## config.mk

```make
export PLATFORM = sky130hd
export DESIGN_NAME = dpot_spi_ctrl
export DESIGN_NICKNAME = d
export VERILOG_FILES = /design/src/rtl/dpot_spi_ctrl.sv
export SDC_FILE = /design/constraint.sdc
export NUM_CORES = 1
export LEC_CHECK = 0
export BUFFER_PORTS_ARGS = -buffer_cell sky130_fd_sc_hd__buf_2
export CAP_MARGIN = 30
export CORE_MARGIN = 10
export CORE_UTILIZATION = 56
export DETAILED_ROUTE_END_ITERATION = 16
export PLACE_DENSITY = 0.85
export SYNTH_ARGS = -nofsm -noshare
export SYNTH_HDL_FRONTEND = slang
export SYNTH_SLANG_ARGS = --single-unit
```

## constraint.sdc

```tcl
create_clock -name clk -period 2.31 [get_ports clk]
set_clock_uncertainty 0.2 [all_clocks]
set_input_delay 0.231 -clock clk [delete_from_list [all_inputs] [get_ports clk]]
set_output_delay 0.231 -clock clk [all_outputs]
set_load 0.1 [all_outputs]
```

## src/rtl/dpot_spi_ctrl.sv

```systemverilog
// SPI write controller for three digital pots: 16-bit frame {command, wiper}, MSB first, mode 0.
// Optional DPOT_SHUTDOWN_EN adds input shdn, which selects the shutdown command byte 0x21.
module dpot_spi_ctrl #(
  parameter int unsigned CLK_DIV = 4
) (
  input  logic       clk,
  input  logic       rstn,
  input  logic       start,
  input  logic [1:0] potSel,
  input  logic [7:0] wiper,
`ifdef DPOT_SHUTDOWN_EN
  input  logic       shdn,
`endif
  output logic       busy,
  output logic       done,
  output logic       selErr,
  output logic       csDpot1,
  output logic       csDpot2,
  output logic       csDpot3,
  output logic       sdiDpot,
  output logic       clkDpot
);

  localparam logic [7:0] LP_RELOAD = 8'(CLK_DIV - 1);

  typedef enum logic [2:0] {IDLE, SETUP, SHIFT, HOLD, DONE} state_t;

  state_t      r_state;
  state_t      w_next;
  logic [7:0]  r_div;
  logic [3:0]  r_bit;
  logic        r_half;
  logic [15:0] r_frame;
  logic [1:0]  r_sel;
  logic        r_sel_err;
  logic        w_div_end;
  logic        w_accept;
  logic        w_active;
  logic [7:0]  w_cmd;

  assign w_div_end = (r_div == 8'd0);
  assign w_accept  = (r_state == IDLE) && start && (potSel != 2'd0);

`ifdef DPOT_SHUTDOWN_EN
  assign w_cmd = shdn ? 8'h21 : 8'h11;
`else
  assign w_cmd = 8'h11;
`endif

  always_ff @(posedge clk or negedge rstn) begin
    if (!rstn) r_state <= IDLE;
    else       r_state <= w_next;
  end

  always_comb begin
    w_next = r_state;
    case (r_state)
      IDLE:  if (w_accept) w_next = SETUP;
      SETUP: if (w_div_end) w_next = SHIFT;
      SHIFT: if (w_div_end && r_half && (r_bit == 4'd0)) w_next = HOLD;
      HOLD:  if (w_div_end) w_next = DONE;
      DONE:  w_next = IDLE;
      default: w_next = IDLE;
    endcase
  end

  // r_bit only steps down at the end of a high half, so SETUP and HOLD see bits 15 and 0
  always_ff @(posedge clk or negedge rstn) begin
    if (!rstn) begin
      r_div     <= '0;
      r_bit     <= '0;
      r_half    <= 1'b0;
      r_frame   <= '0;
      r_sel     <= '0;
      r_sel_err <= 1'b0;
    end else begin
      r_sel_err <= (r_state == IDLE) && start && (potSel == 2'd0);
      case (r_state)
        IDLE: begin
          if (w_accept) begin
            r_div   <= LP_RELOAD;
            r_bit   <= 4'd15;
            r_half  <= 1'b0;
            r_frame <= {w_cmd, wiper};
            r_sel   <= potSel;
          end
        end
        SETUP, HOLD: begin
          if (w_div_end) r_div <= LP_RELOAD;
          else           r_div <= r_div - 8'd1;
        end
        SHIFT: begin
          if (w_div_end) begin
            r_div  <= LP_RELOAD;
            r_half <= ~r_half;
            if (r_half && (r_bit != 4'd0)) r_bit <= r_bit - 4'd1;
          end else begin
            r_div <= r_div - 8'd1;
          end
        end
        DONE: begin
          r_div  <= '0;
          r_bit  <= '0;
          r_half <= 1'b0;
          r_sel  <= '0;
        end
        default: r_div <= '0;
      endcase
    end
  end

  always_comb begin
    w_active = (r_state == SETUP) || (r_state == SHIFT) || (r_state == HOLD);
    busy     = w_active;
    done     = (r_state == DONE);
    csDpot1  = !(w_active && (r_sel == 2'd1));
    csDpot2  = !(w_active && (r_sel == 2'd2));
    csDpot3  = !(w_active && (r_sel == 2'd3));
    clkDpot  = (r_state == SHIFT) && r_half;
    sdiDpot  = w_active ? r_frame[r_bit] : 1'b0;
  end

  assign selErr = r_sel_err;

endmodule
```

==> out/qor.yml, run 1 <==
placed_design:
  port_buffers: 20
  dp.cells: 196
  gp_congestion: 0.850
  place_hpwl_mm: 2.53
power:
  p_leak_nw: 0.822
  powerDensity_nw_per_um2: 1170
  ir_drop_mv: 0.983
global_routing:
  overflow: 0
  grt_pass1_vias: 1330
  grt_pass1_wl_mm: 5.95
  grt_max_degree: 29
  grt_use_total: 0.139
  antenna_found_initial: 0
setup_path:
  critPathCaptureType: "primary output"
  timing.rr.start: "r_bit[0]"
  path_class: "reg -> out"
  arrival_ps: 1850
  r2r_setup_slack_ps: 70
  worstPathMaxFanout: 3
  cp-endpoint: "sdiDpot"
  r2r_end: "r_state[0]"
  cp.required_ps: 1880
  r2r_cells: 6
  cp-startpoint: "r_bit[0]"
  crit_path_start_kind: "flip-flop"
sta:
  hold_viol_final: 0
  relSlewSlack: 0.590
  worst_pin_slew_ps: 614
  fmax_mhz: 439
  period_share: 0.986
  drv_slew: 0
  rsz0062_at_grt: "yes"
  setup_violations: 0
  fin_crit_ps: 2280
min_path:
  hold_class: "in -> reg"
drt:
  first_pass_iters: 4
  via_per_inst: 5.93
  postRouteWirelength_mm: 3.47
  ant_nets: 0
  drc: 0
  dr.first_iter.drc_count: 72
  wl_per_cell_um: 16.1
  num_vias: 1281
synthesis:
  synthesis.area_um2: 1560
  synth_edf_count: 0
  synthArstFlopShare: 1.00
  synth_cell_type_count: 45
  ys_seq_elements: 28
  ys_seq_area_frac: 0.449
  syn-mean-instance-area_um2: 10.4
  synthTopCellsByArea: "dfrtp_1 45%, mux2_2 5.8%, mux4_2 2.9%, nor2_1 2.6%, o21ai_0 2.6%"
  ys.warnings.count: 0
  yosysMostFrequentCell: "dfrtp_1"
  synth_ff_type: "dfrtp_1"
  synthTopCellsByCount: "28 x dfrtp_1, 11 x nor2_1, 9 x nand2_1"
  synth_nets: 166
  yosys.area.top_type: "dfrtp_1"
  yosys.area.top_type_share: 0.449
  synthCells: 150
outcome:
  status: "complete, no violations"
floorplan:
  dieWidth_um: 72.8
  die_y_um: 72.8
  start_util: 0.576
  placeableCoreArea_um2: 2710
  rows: 19
  ios: 21
  die-area_um2: 5300
clock_network:
  clock_sinks: 28
  cts_buffer_depth: 2
  clk_pin_slew_ps: 150
  root_buffer: "clkbuf_4"
  clk_latency_ps: 330
  cts-htree-levels: 1
  cts_tree: "done"
  cts_buffers: 3
finish:
  fin_util: 0.713
  drive_gt1_frac: 0.303
  stdcell_count: 216
  nNetsFinal: 202
  n_antenna_cell: 0
  syn_to_final_growth_pct: 23.7
job:
  maxCapViolations: 0
-- how the worst min path moves through the flow --
stage               startpoint       end  cells after the start
global route         potSel[0]  r_sel[0]                      3
CTS                  potSel[0]  r_sel[0]                      3
detailed placement        rstn  r_div[6]                      1
global placement          rstn  r_div[6]                      1
floorplan                 rstn  r_bit[0]                      0
finish               potSel[0]  r_sel[0]                      3
-- stage by stage --
stage	hold slack (ps)	instance area, µm²	total power [mW]	setup slack (ps)	setup TNS, ps
floorplan	-265	1600	1.75	-106	-179
global placement	65.3	1720	1.88	213	0
detailed placement	81.8	1720	1.94	144	0
CTS	88.6	1890	2.24	3.01	0
global route	103	1930	2.43	-92.5	-95.1
finish	96.5	1930	2.27	32.3	0
-- critical path, cell delays in order, from the launching register on --
cell	delay (ps)
dfrtp_2	430
mux4_2	500
mux2i_1	150
o32a_1	220
nor3_4	50
buf_12	170
-- state kept, by name, indices dropped and copies added (netlist names) --
| signal | count |
|---|---|
| r_state | 3 |
| r_frame | 9 |
| selErr | 1 |
| r_div | 8 |
| r_half | 1 |
| r_sel | 2 |
| r_bit | 4 |
-- where the power goes --
group | total [mW] | internal (mW) | leakage (nW) | switching, mW
registers | 0.931 | 0.685 | 0.326 | 0.246
logic | 1.10 | 0.480 | 0.475 | 0.618
clock network | 0.241 | 0.0966 | 0.0210 | 0.144
-- per-layer routing --
metal,GRT usage,routed length (µm)
met1,0.149,1350
met2,0.247,1930
met3,0.0449,123
met4,0.0506,63
met5,0,0
-- kinds of logic after synthesis --
logic type | count (synthesis) | share of synthesized area
compound gates | 36 | 0.155
fa+ha+maj | 3 | 0.0240
xor+xnor | 4 | 0.0224
mux | 12 | 0.0994
flops | 28 | 0.449
buf+inv | 11 | 0.0297
simple gates | 56 | 0.220
-- area by class of cell --
cell class / instances / area, µm²
Sequential cell: 28 / 703
Clock buffer: 4 / 36.3
Multi-Input combinational cell: 111 / 850
Inverter: 5 / 18.8
Fill cell: 199 / 778
Timing Repair Buffer: 37 / 285
Tap cell: 31 / 38.8
-- repair_timing --
item	in CTS	in global routing
hold buffers	11	0
endpoints found under the setup margin	2	7
resized for setup	4	3
pin swaps	0	0
endpoints found under the hold margin	37	0
buffers inserted	1	4
-- layout by cell type (no fill, tap or decap), drive strengths merged, types with 4 or more instances in the layout --
cell and n:
o21ai 10, o21a 5, nor3 6, a21oi 7
clkbuf 4, or3 4, xor2 4, nor3b 4
dfrtp 28, nand2 10, inv 5, dlygate4sd3 11
mux2 8, nor2 12, buf 26
Power figures use the tool's default switching activity.
==> inputs of run 2 (changes only) <==
CORE_UTILIZATION = 59   (was 56)
CTS_BUF_LIST = sky130_fd_sc_hd__clkbuf_8   (was default)
PLACE_DENSITY = 0.88   (was 0.85)
TNS_END_PERCENT = 5   (was default)
==> run 2 against run 1 <==
Against the previous run: die area down 3.7%; sequential share of layout area up 0.053 points; clock power up 26%; sequential power down 2%; critical path depth unchanged; combinational power up 4%; sequential cell count unchanged; count of clock-buffer cells in the layout unchanged; maximum frequency up 1.3%; cell count down 1.4%; cell area down 0.32%; largest power group unchanged.
==> out/qor.yml, run 2 (synthesis results as in run 1) <==
outcome:
  status: "complete, no violations"  # unchanged
global_routing:
  grt_pass1_vias: 1263  # was 1330
  grt_pass1_wl_mm: 5.98  # was 5.95 mm
  antenna_found_initial: 0  # unchanged
  grt_max_degree: 29  # unchanged
  grt_busiest_layer: "met2"  # unchanged
  grt_use_met2: 0.233  # was 0.247
  grt_use_total: 0.143  # was 0.139
  grt_use_met3: 0.0468  # was 0.0449
  overflow: 0  # unchanged
  grt.met1_usage: 0.174  # was 0.149
finish:
  nNetsFinal: 200  # was 202
  regMostFlops: "r_frame"  # unchanged
  regArea_um2: 702  # was 703 µm²
  multiInputGateArea_um2: 845  # was 850 µm²
  final_common_cell: "dfrtp_1"  # unchanged
  syn_to_final_growth_pct: 23.3  # was 23.7%
  drive_gt1_frac: 0.295  # was 0.303
  n_antenna_cell: 0  # unchanged
  top_regs: "r_frame (9), r_div (8), r_bit (4)"  # unchanged
  fill_cells: 146  # was 199
  final_cell_mix: "27 x dfrtp_1, 18 x buf_2, 10 x nor2_1, 10 x dlygate4sd3_1, 9 x nand2_1"  # was 26 x dfrtp_1, 18 x buf_2, 11 x dlygate4sd3_1
  fin_util: 0.770  # was 0.713
  largest_reg_flops: 9  # unchanged
drt:
  drc: 0  # unchanged
  ant_nets: 0  # unchanged
  wl_per_cell_um: 16.7  # was 16.1 µm
  dr.first_iter.drc_count: 85  # was 72
  first_pass_iters: 4  # unchanged
  postRouteWirelength_mm: 3.55  # was 3.47 mm
  num_vias: 1311  # was 1281
  via_per_inst: 6.15  # was 5.93
power:
  clkPwrFrac: 0.129  # was 0.106
  power.switching_mw: 1.03  # was 1.01 mW
  powerDensity_nw_per_um2: 1220  # was 1170 nW/µm²
  p_int_mw: 1.32  # was 1.26 mW
  p_leak_nw: 0.821  # was 0.822 nW
  pwr-share-comb: 0.483  # was 0.484
  swShare: 0.439  # was 0.444
  ir_drop_mv: 0.930  # was 0.983 mV
  power_frac_seq: 0.388  # was 0.410
placed_design:
  gp_congestion: 0.799  # was 0.850
  preCtsSetupSlack_ps: 156  # was 144 ps
  place_hpwl_mm: 2.47  # was 2.53 mm
  port_buffers: 20  # unchanged
floorplan:
  placeableCoreArea_um2: 2500  # was 2710 µm²
  dieWidth_um: 71.4  # was 72.8 µm
  ios: 21  # unchanged
  die-area_um2: 5100  # was 5300 µm²
  rows: 18  # was 19
  die_y_um: 71.4  # was 72.8 µm
  start_util: 0.625  # was 0.576
sta:
  relSlewSlack: 0.598  # was 0.590
  worst_pin_slew_ps: 603  # was 614 ps
  rsz0062_at_grt: "yes"  # unchanged
  setup_violations: 0  # unchanged
  period_share: 0.974  # was 0.986
  fin_crit_ps: 2250  # was 2280 ps
  hold_viol_final: 0  # unchanged
  fin_ws_ps: 61.0  # was 32.3 ps
  fmax_mhz: 445  # was 439 MHz
  drv_slew: 0  # unchanged
clock_network:
  cts_tree: "done"  # unchanged
  clk_latency_ps: 270  # was 330 ps
  cts_buffer_depth: 2  # unchanged
  cts_buffers: 3  # unchanged
  cts-htree-levels: 1  # unchanged
  root_buffer: "clkbuf_8"  # was clkbuf_4
  clk_pin_slew_ps: 90  # was 150 ps
  clock_sinks: 28  # unchanged
job:
  maxCapViolations: 0  # unchanged
setup_path:
  cp.required_ps: 1880  # about the same
  r2r_cells: 5  # was 6
  cp_num_cells: 5  # unchanged
  critPathCaptureType: "primary output"  # unchanged
  max_stage_delay_ps: 510  # was 500 ps
  cp_top_family: "multiplexers"  # unchanged
  worstPathMaxFanout: 6  # was 3
  crit_slowest_cell: "mux4_2"  # unchanged
  crit_path_start_kind: "flip-flop"  # unchanged
  cp_cell_sequence: "mux4_2, mux2i_1, o32a_1, nor3_4, buf_12"  # unchanged
  arrival_ps: 1820  # was 1850 ps
  path_class: "reg -> out"  # unchanged
  crit_buf_inv: 1  # unchanged
min_path:
  hold_class: "in -> reg"  # unchanged
  holdPathStages: 2  # was 3
[run 2: cell types whose count changed in the layout (fill, tap and decap cells not counted)]
| cell | previous run | this run |
|---|---|---|
| dfrtp_1 | 26 | 27 |
| clkbuf_4 | 3 | 0 |
| buf_4 | 6 | 5 |
| dfrtp_2 | 2 | 1 |
| dlygate4sd3_1 | 11 | 10 |
| nor2_4 | 2 | 1 |
| nor2_2 | 0 | 1 |
| clkbuf_8 | 1 | 4 |
[run 2: area by class of cell]
type / count / area share
Inverter: 5 / 0.00975
Timing Repair Buffer: 35 / 0.139
Tap cell: 30 / 0.0195
Clock buffer: 4 / 0.0286
Multi-Input combinational cell: 111 / 0.439
Sequential cell: 28 / 0.365
[run 2: final timing paths]
path,from,end,slack [ps]
min,wiper[2],r_frame[2],2
min reg2reg,r_frame[3],r_frame[3],320
max in group asynchronous,rstn,r_bit[0],1190
max reg2reg,r_bit[1],r_state[0],150
max,r_bit[0],sdiDpot,60
min in group asynchronous,rstn,r_frame[4],290
[run 2: power groups by stage]
stage               Combinational, mW  Sequential, mW  Clock [mW]
floorplan                       0.901           0.824           0
CTS                              1.07           0.904       0.302
global placement                0.995           0.896           0
global route                     1.23           0.940       0.324
finish                           1.14           0.915       0.303
detailed placement               1.05           0.908           0
[run 2: repair_timing]
item                                    CTS  global route
endpoints found under the setup margin    1             2
hold buffers                             10             0
cloned                                    0             0
gates resized for setup                   2             4
endpoints found under the hold margin    36             0
setup buffers                             0             1
[run 2: worst register-to-register path, stage by stage, from the launching register on]
cell	delay, ps
dfrtp_1	430
inv_1	150
ha_1	230
or3b_2	480
or3_1	370
a221oi_2	230
[run 2: through the flow]
stage          instance area [µm²]  TNS [ps]  power, mW  cells  hold slack (ps)
6_report                      1930         0       2.35    213             2.15
5_1_grt                       1930     -5.23       2.50    213             3.31
4_1_cts                       1900         0       2.28    212             5.58
3_5_place_dp                  1740         0       1.95    198             73.9
3_3_place_gp                  1740         0       1.89    198             72.7
2_1_floorplan                 1590      -284       1.72    150             -265
[run 2: layer usage]
layer  part of all wire  vias up
li1                   -      622
met1               0.44      633
met2               0.48       51
met3              0.077        5
met4              0.011        0
met5                  0        -
